**config.mk**
```make
export PLATFORM = sky130hd
export DESIGN_NAME = id_hazard_freeze_unit
export DESIGN_NICKNAME = d
export VERILOG_FILES = /design/src/rtl/id_hazard_freeze_unit.sv
export SDC_FILE = /design/constraint.sdc
export NUM_CORES = 1
export LEC_CHECK = 0
export CAP_MARGIN = 20
export CORE_MARGIN = 5
export CORE_UTILIZATION = 40
export DETAILED_ROUTE_END_ITERATION = 8
export HOLD_SLACK_MARGIN = 0.08
export PLACE_DENSITY_LB_ADDON = 0.2
export SLEW_MARGIN = 40
export SYNTH_ARGS = -nofsm -noshare
export SYNTH_HDL_FRONTEND = slang
export SYNTH_SLANG_ARGS = --single-unit
```
**constraint.sdc**
```tcl
create_clock -name clock -period 6.3 [get_ports clock]
set_clock_uncertainty 0.05 [all_clocks]
set_input_delay 1.26 -clock clock [delete_from_list [all_inputs] [get_ports clock]]
set_output_delay 1.26 -clock clock [all_outputs]
set_load 0.05 [all_outputs]
```
**src/rtl/id_hazard_freeze_unit.sv**
```systemverilog
// ID/ALU freeze generator: a scoreboard shadows every instruction between
// ID/ALU entry and register-file write completion, and a multiply counter
// tracks ALU occupancy. Freeze is combinational so the ID/ALU register and
// the fetch/decode stages see it at the same edge that samples decode.
`timescale 1ns/1ps

module id_hazard_freeze_unit #(
  parameter int unsigned NUM_SRC     = 4,
  parameter int unsigned PIPE_DEPTH  = 3,
  parameter int unsigned MUL_LATENCY = 3,
  parameter int unsigned CNT_WIDTH   = 16
) (
  input  logic                   clock,
  input  logic                   reset,
  input  logic                   dec_valid,
  input  logic [4*NUM_SRC-1:0]   dec_src_add,
  input  logic [NUM_SRC-1:0]     dec_src_used,
  input  logic                   dec_wb_en,
  input  logic [3:0]             dec_wb_add,
  input  logic                   dec_base_wb_en,
  input  logic [3:0]             dec_base_reg_add,
  input  logic                   dec_is_mul,
  output logic                   freeze,
  output logic                   stall_if,
  output logic                   mul_busy,
  output logic [CNT_WIDTH-1:0]   hazard_count
);

  localparam int unsigned MW = $clog2(MUL_LATENCY) + 1;
  localparam logic [MW-1:0] MUL_LOAD = MW'(MUL_LATENCY - 1);

  // Scoreboard entry j holds the instruction j stages past ID/ALU entry.
  logic [PIPE_DEPTH-1:0] sb_v;
  logic [PIPE_DEPTH-1:0] sb_wb_en;
  logic [PIPE_DEPTH-1:0] sb_base_en;
  logic [3:0]            sb_wb_add   [PIPE_DEPTH];
  logic [3:0]            sb_base_add [PIPE_DEPTH];

  logic [MW-1:0] mul_cnt;
  logic          raw_hazard;
  logic          busy_int;
  logic          accept;

  // RAW check: any used source (except r15) matching a pending write in any entry.
  always_comb begin
    raw_hazard = 1'b0;
    for (int unsigned i = 0; i < NUM_SRC; i++) begin
      if (dec_src_used[i] && (dec_src_add[4*i +: 4] != 4'hF)) begin
        for (int unsigned j = 0; j < PIPE_DEPTH; j++) begin
          if (sb_v[j] &&
              ((sb_wb_en[j]   && (sb_wb_add[j]   == dec_src_add[4*i +: 4])) ||
               (sb_base_en[j] && (sb_base_add[j] == dec_src_add[4*i +: 4]))))
            raw_hazard = 1'b1;
        end
      end
    end
    raw_hazard = raw_hazard & dec_valid;
  end

  // Freeze/stall/busy outputs, all forced low while reset is held.
  always_comb begin
    busy_int = (mul_cnt != '0);
    freeze   = ~reset & (raw_hazard | (dec_valid & busy_int));
    stall_if = freeze;
    mul_busy = ~reset & busy_int;
    accept   = dec_valid & ~freeze;
  end

  // Scoreboard shift; entry 0 takes the accepted instruction or a zero bubble.
  always_ff @(posedge clock) begin
    if (reset) begin
      sb_v       <= '0;
      sb_wb_en   <= '0;
      sb_base_en <= '0;
      for (int unsigned j = 0; j < PIPE_DEPTH; j++) begin
        sb_wb_add[j]   <= '0;
        sb_base_add[j] <= '0;
      end
    end else begin
      for (int unsigned j = 1; j < PIPE_DEPTH; j++) begin
        sb_v[j]        <= sb_v[j-1];
        sb_wb_en[j]    <= sb_wb_en[j-1];
        sb_base_en[j]  <= sb_base_en[j-1];
        sb_wb_add[j]   <= sb_wb_add[j-1];
        sb_base_add[j] <= sb_base_add[j-1];
      end
      sb_v[0]        <= accept;
      sb_wb_en[0]    <= accept & dec_wb_en;
      sb_base_en[0]  <= accept & dec_base_wb_en;
      sb_wb_add[0]   <= accept ? dec_wb_add       : 4'h0;
      sb_base_add[0] <= accept ? dec_base_reg_add : 4'h0;
    end
  end

  // Multiply occupancy: load on acceptance of a multiply, else count down to zero.
  always_ff @(posedge clock) begin
    if (reset)
      mul_cnt <= '0;
    else if (accept && dec_is_mul)
      mul_cnt <= MUL_LOAD;
    else if (mul_cnt != '0)
      mul_cnt <= mul_cnt - 1'b1;
  end

  // Saturating count of frozen cycles.
  always_ff @(posedge clock) begin
    if (reset)
      hazard_count <= '0;
    else if (freeze && (hazard_count != '1))
      hazard_count <= hazard_count + 1'b1;
  end

endmodule

```
# == After elaboration in Yosys (flattened, before gate mapping) ==
# Memory sizes are Yosys's and may differ from the RTL's.
# Index checks and enable logic that the tools add are counted.
# word_totals
memories,2
word_cells,141
regBits,28
in_bits,34
ramBits,24
output_inout_bits,19
# classes
reduce_logical,57
add_sub_neg,2
n_bitwise,16
n_eq_ne,29
muxes,29
# memory_table
name,words,width,read_ports,rd_ports_with_merged_regs,wr,line,rtl
sb_base_add,3,4,3,0,3,37,logic [3:0] sb_base_add [PIPE_DEPTH];
sb_wb_add,3,4,3,0,3,36,logic [3:0] sb_wb_add [PIPE_DEPTH];
# ops
cell,count
== test 4 bit,24
logical AND 1 bit,42
2-to-1 mux 4 bit,8
2-to-1 mux 1 bit,19
"adder 16 x 1 -> 16 bit, second input constant",1
"!= test 16 bit, second input constant",1
"!= test 4 bit, second input constant",4
logical OR 1 bit,12
bitwise AND 1 bit,7
bitwise OR 1 bit,7
2-to-1 mux 2 bit,2
nonzero test 3 bit,1
"subtractor 3 x 1 -> 3 bit, second input constant",1
inverter 1 bit,2
nonzero test 2 bit,1
OR reduction 2 bit,1

# == Depth between registers and ports, before layout ==
# Gate-level depths: netlist of run 1.
# An unclocked memory read counts as a cell.
# logic_depth
depth_word,28
ltp_mapped,11
ltp_nobuf,8

# == Least setup slack after synthesis of run 1 ==
# No wires, ideal clock.
# synth_timing
path_type,input to output
start,input port dec_src_add[14]
end,output port stall_if
path_slack_ns,1.511
t_arrival_ns,3.479
stages,10
n_path_buf,4
path_cell_list,buf_2 > xor2_1 > nor4_1 > o211ai_1 > o2111ai_2 > nor4_2 > buf_6 > buf_4 > nor2b_1 > buf_4
# synth_via
elab_chain_len,11
# synth_lines
item,line,rtl
"start, declared",16,"input logic [4*NUM_SRC-1:0] dec_src_add,"
"== test 4 bit, on equally long branches","51, 52",
"logical AND 1 bit, on equally long branches","51, 52",
logical OR 1 bit,51,((sb_wb_en[j] && (sb_wb_add[j] == dec_src_add[4*i +: 4])) ||
logical AND 1 bit,50,if (sb_v[j] &&
2-to-1 mux 1 bit (3 in series),50,
2-to-1 mux 1 bit (*),48,if (dec_src_used[i] && (dec_src_add[4*i +: 4] != 4'hF)) begin
bitwise AND 1 bit (*),57,raw_hazard = raw_hazard & dec_valid;
bitwise OR 1 bit (*),63,freeze = ~reset & (raw_hazard | (dec_valid & busy_int));
bitwise AND 1 bit (*),63,
"end, declared",24,"output logic stall_if,"
# Mark *: on every way between the ends. The rest lies on a longest branch, timed or not.

# == Worst setup path after layout of run 1 ==
# layout_timing
start,input port dec_src_add[8]
end,output port freeze
# layout_via
elab_chain_len,15
# layout_lines
item,line,rtl
"== test 4 bit, on equally long branches","51, 52",
"logical AND 1 bit, on equally long branches","51, 52",
logical OR 1 bit,51,
logical AND 1 bit,50,
2-to-1 mux 1 bit (3 in series),50,
2-to-1 mux 1 bit (*),48,
2-to-1 mux 1 bit (3 in series),50,
2-to-1 mux 1 bit (*),48,
bitwise AND 1 bit (*),57,
bitwise OR 1 bit (*),63,
bitwise AND 1 bit (*),63,
"end, declared",23,"output logic freeze,"
# Marks and branches as above.

==> metrics, run 1 <==
core area=roughly 8200 um2; Max Root-Sink Buffers=2; share of layout cells above drive strength 1=0.0466; DR pass1 iterations=4; slew at the pin with the worst max-slew slack=about 560 ps; top_reg_cell synth=dfxtp_1; area share of the leading cell type in the synthesized netlist=0.311; fillers=around 800; # setup viols final=0; largest area contributor in the netlist=dfxtp_1; port bufs=between 50 and 60; final antenna-violating net count=0; sequential area share after synthesis=0.311; Clock Tree Root=clkbuf_8; clk slew on worst S/H paths=about 90 ps; multi-input logic area=a little over 2000 um2; Crit Path Class=in -> out; cell mode on critical path=clkdlybuf4s50_1; sequential standard cell area=1040 um2; CP max stage delay=around 830 ps; Syn Inst Count=390; status=complete, no violations; Critical Path End Type=output port; # clock sinks=52; cell breakdown of the critical path=clkdlybuf4s50_1 > xor2_1 > nor4_1 > o21ai_0 > a21oi_1 > nor4_4 > nor2b_1 > clkdlybuf4s50_1; Max Cap Viol=0; Syn Area/Cell=around 8.6 um2; Slew HR=0.622; final wirelength=8550 um; worst endpoint data arrival time=between 4000 and 5000 ps; Die Width=about 100 um; startpoint types=input pin; cts bufs inserted=5; Pins Over Slew Limit=0; via count=about 2700; Synth area leaders=dfxtp_1 (31%), xor2_1 (19%), xnor2_1 (6.3%); Initial Util=0.409; io pins=53; drt wl/cell=approximately 17 um; first-pass GRT wire length=around 14000 um; Area Overhead vs Synth=15.4%; die height=101 um; initial antenna violation count=0; fraction of registers with async set/reset=0; PD cells=between 200 and 250 nW/um2; Worst-Skew Late Latency=around 310 ps; DP HPWL=between 6000 and 7000 um; Critical Path RT=between 4000 and 5000 ps; worst hold path class=reg -> reg; Fin Hold WS=approximately 460 ps; fin crit share=0.870; vias per cell=a little over 5; DRC Markers=0; syn_nets=around 430; worst-path fanout max=7; Peak supply drop=between 0.15 and 0.2 mV; synthesized cell area=between 3000 and 4000 um2; most frequent cells in the layout=xor2_1 (73), dfxtp_1 (52), clkdlybuf4s50_1 (52), nor2b_1 (26), xnor2_1 (24); RSZ-0062 raised after global routing=no; final setup TNS=0 ps; Distinct cells, synth=40; post-CTS sizing=0; vias in the first global route=roughly 2600; GRT Overall Usage=0.170; Die ar.=10300 um2; leakage=between 1 and 1.5 nW; row count=33; CTS hold repair buffers=0; commonest non-fill, non-tap cell in the layout=xor2_1; CTS H-tree depth=2; Final Wtd Congestion=between 0.8 and 0.9; Diodes inserted=0; Slowest-stage cell, CP=clkdlybuf4s50_1; Final Util=0.472; Hold Fails Final Rpt=0; Yosys reg bits=52; nets@finish=approximately 440; Yosys Warn Count=0; Max Fclk=roughly 0.18 GHz; initial drt markers=~110; clock tree from TritonCTS=built; number of flops mapped to enable cells by yosys=0; postcts setup bufs=0; crit path time final=around 5500 ps; pin count of the biggest net entering global routing=46; global route total overflow=0
cells by family after synthesis:
logic type / share of synthesized area
XOR/XNOR: 0.254
AND/OR/NAND/NOR: 0.246
AO/OA/AOI/OAI: 0.0793
buffers and inverters: 0.0891
multiplexers: 0.0127
adder cells (fa/ha/maj): 0.00748
flip-flops: 0.311
worst max-delay path: cells and delay by family:
family / cells / cell delay [ps]
AOI/OAI and AO/OA: 2 / 490
xor gates and xnor gates: 1 / 260
buffers and inverters: 2 / 1530
and+or+nand+nor: 3 / 630
Yosys cell counts, types with 5 or more instances:
library cell and instances:
a21oi_1 14, and3_1 14, buf_2 21, buf_4 10, buf_6 6, clkbuf_1 6
dfxtp_1 52, inv_1 5, nand2_1 23, nand3_1 15, nand4_1 7, nor2_1 8
nor2b_1 26, nor3_1 6, nor4_1 21, o21ai_0 13, or3_1 8, or4_1 5
xnor2_1 24, xor2_1 73
registers in the layout, indices dropped and copies added (netlist names):
signal	count
sb_v	3
sb_wb_en	3
hazard_count	16
mul_cnt	3
sb_wb_add	12
sb_base_en	3
sb_base_add	12
metal layers:
metal	vias up	track usage	share of wire
li1	1350	-	-
met1	1227	0.241	0.48
met2	74	0.256	0.42
met3	10	0.0427	0.078
met4	0	0.0470	0.017
met5	-	0	0
worst paths after layout:
kind,cells after the start,startpoint,slack (ps),to
max,8,dec_src_add[8],820,freeze
min,2,hazard_count[12]$_SDFFE_PP0P_,460,hazard_count[12]$_SDFFE_PP0P_
max reg2reg,8,sb_base_add[0][9]$_SDFF_PP0_,3730,hazard_count[14]$_SDFFE_PP0P_
min reg2reg,2,hazard_count[12]$_SDFFE_PP0P_,460,hazard_count[12]$_SDFFE_PP0P_
area by class of cell:
| cell class | count | share of cell area |
|---|---|---|
| inverters | 5 | 0.00486 |
| repair buffers | 55 | 0.141 |
| multi-input cells | 288 | 0.522 |
| well taps | 105 | 0.0340 |
| clock buffers | 6 | 0.0188 |
| flip-flops and latches | 52 | 0.270 |
| clock inverters | 2 | 0.0101 |
metrics by stage:
stage                     worst slack (ps)  std cells  power [W]  cell area (um2)
final                                  816        513   0.000891             3860
after global routing                   638        513   0.000947             3860
after CTS                              756        513   0.000901             3860
after detailed placement               780        505   0.000670             3750
after global placement                 800        505   0.000666             3750
after floorplan                       1510        390   0.000611             3340
report_power, final:
part	switching (W)	total, W	internal, W	leakage [nW]
Combinational	0.000154	0.000264	0.000110	1.01
Sequential	0.0000410	0.000396	0.000355	0.422
Clock	0.000110	0.000231	0.000120	0.0558
Note: power is estimated with default switching activity, not from simulation.
==> inputs of run 2 (changes only) <==
- CTS_CLUSTER_DIAMETER: unset -> 30
- RECOVER_POWER: unset -> 50
- SKIP_LAST_GASP: unset -> 1
==> run 2 against run 1 <==
  * Global-route usage unchanged
  * Via count decreased by 0.79%
  * Combinational power is essentially flat
  * The run now ends with max-capacitance violations, max-slew violations left
  * Worst hold slack worse by 2.8 ps
  * Clock-buffer cell count stayed put
  * Non-clock buffer count is the same
  * Core utilization about the same
  * Highest routed layer unchanged
  * Critical path depth unchanged
  * Critical path type unchanged
  * Routed wire length about the same
  * Sequential power hardly changed
==> metrics, run 2 (synthesized netlist as in run 1, its figures left out) <==
Clock Tree Root=clkbuf_8; Final Util=0.472 (about the same); core area=8180 um2 (unchanged); die height=101 um (unchanged); PD cells=231 nW/um2 (+0.16%); vias in the first global route=2639 (unchanged); DR pass1 iterations=4 (unchanged); commonest non-fill, non-tap cell in the layout=xor2_1; DRC Markers=0 (unchanged); port bufs=52 (unchanged); crit path time final=5510 ps (+21.9 ps); # setup viols final=0 (unchanged); RSZ-0062 raised after global routing=no; GRT Overall Usage=0.170 (unchanged); CTS hold repair buffers=0 (unchanged); most frequent cells in the layout=xor2_1 (73), dfxtp_1 (52), clkdlybuf4s50_1 (38), nor2b_1 (26), xnor2_1 (24); Critical Path End Type=output port; CTS H-tree depth=2 (unchanged); # clock sinks=52 (unchanged); worst endpoint data arrival time=4200 ps (+30 ps); Net Sw Frac=0.345 (+0.00203); initial drt markers=90 (-19%); Peak supply drop=0.189 mV (+0.12%); Hold Path Stages=2 (unchanged); clk slew on worst S/H paths=90 ps (about the same); max FFs per register=16 (unchanged); slew at the pin with the worst max-slew slack=1870 ps (+1310 ps); Die Width=101 um (unchanged); drt wl/cell=16.7 um (about the same); DP HPWL=6060 um (unchanged); Crit Path Class=in -> out; io pins=53 (unchanged); vias per cell=5.15 (-0.79%); clock tree from TritonCTS=built; biggest regs=hazard_count x16, sb_base_add x12, sb_wb_add x12; worst hold path class=reg -> reg; nets@finish=443 (unchanged); Max Root-Sink Buffers=2 (unchanged); Hold Fails Final Rpt=0 (unchanged); worst slack at placement=780 ps (unchanged); Max Cap Viol=1 (+1); first-pass GRT wire length=13700 um (unchanged); postcts setup bufs=0 (unchanged); Diodes inserted=0 (unchanged); leakage=1.53 nW (+2.8%); worst-path fanout max=7 (unchanged); Final Wtd Congestion=0.894 (unchanged); Worst-Skew Late Latency=310 ps (about the same); Comb power frac=0.295 (-0.002); fin crit share=0.874 (+0.00347); Reg2Reg Depth=8 (unchanged); final worst setup slack=794 ps (-21.9 ps); Critical Path RT=4990 ps (about the same); final setup TNS=0 ps (unchanged); row count=33 (unchanged); Flop pwr share=0.444 (about the same); startpoint types=input pin; cts bufs inserted=5 (unchanged); internal power=0.000584 W (-0.25%); design area=3850 um2 (about the same); via count=2640 (-0.79%); Area Overhead vs Synth=15.3% (about the same); Pins Over Slew Limit=46 (+46); switching power total=0.000308 W (+0.65%); Initial Util=0.409 (unchanged); dpl cell area=3750 um2 (unchanged); initial antenna violation count=0 (unchanged); pin count of the biggest net entering global routing=46 (unchanged); Slew HR=-0.246 (-0.869); final antenna-violating net count=0 (unchanged); violated checks=max-capacitance violations, max-slew violations; global route total overflow=0 (unchanged); Max Fclk=0.182 GHz (-0.40%); clock share of power=0.261 (+0.002); post-CTS sizing=0 (unchanged); Biggest register=hazard_count; share of layout cells above drive strength 1=0.0441 (-0.00245); status=finished with violations; Fin Hold WS=453 ps (-2.81 ps); Die ar.=10300 um2 (unchanged); final wirelength=8550 um (about the same)
run 2: layer usage:
| metal | vias up | wire length [um] | share of wire | track usage |
|---|---|---|---|---|
| met4 | 0 | 149 | 0.017 | 0.0470 |
| met1 | 1206 | 4150 | 0.49 | 0.241 |
| li1 | 1351 | - | - | - |
| met2 | 73 | 3630 | 0.42 | 0.256 |
| met3 | 10 | 620 | 0.073 | 0.0427 |
| met5 | - | 0 | 0 | 0 |
run 2: through the flow:
step	std cells	total power (W)
finish	513	0.000892
CTS	513	0.000901
floorplan	390	0.000611
global route	513	0.000946
detailed placement	505	0.000670
global placement	505	0.000666
run 2: path summary, 6_finish.rpt:
kind / from / to / slack, ps
max: dec_src_add[8] / freeze / 790
min: hazard_count[12]$_SDFFE_PP0P_ / hazard_count[12]$_SDFFE_PP0P_ / 450
max reg2reg: sb_base_add[0][9]$_SDFF_PP0_ / hazard_count[14]$_SDFFE_PP0P_ / 3680
min reg2reg: hazard_count[12]$_SDFFE_PP0P_ / hazard_count[12]$_SDFFE_PP0P_ / 450
run 2: area by class of cell:
type                            instances  area, um2
Multi-Input combinational cell        288       2010
Inverter                                5       18.8
Timing Repair Buffer                   55        539
Fill cell                             803       4320
Tap cell                              105        131
Clock buffer                            6       72.6
Sequential cell                        52       1040
Clock inverter                          2       38.8
run 2: power by group through the flow:
| stage | Sequential, W | Combinational (W) | Clock, W |
|---|---|---|---|
| detailed placement | 0.000405 | 0.000265 | 0 |
| floorplan | 0.000391 | 0.000220 | 0 |
| global placement | 0.000404 | 0.000262 | 0 |
| global route | 0.000402 | 0.000292 | 0.000252 |
| CTS | 0.000397 | 0.000267 | 0.000237 |
| finish | 0.000396 | 0.000263 | 0.000233 |
run 2: worst max-delay path: stages:
cell and delay (ps):
clkdlybuf4s50_1 700, xor2_1 260, nor4_1 370, o21ai_0 240, a21oi_1 280, nor4_4 90, nor2b_1 170, clkdlybuf4s50_1 830
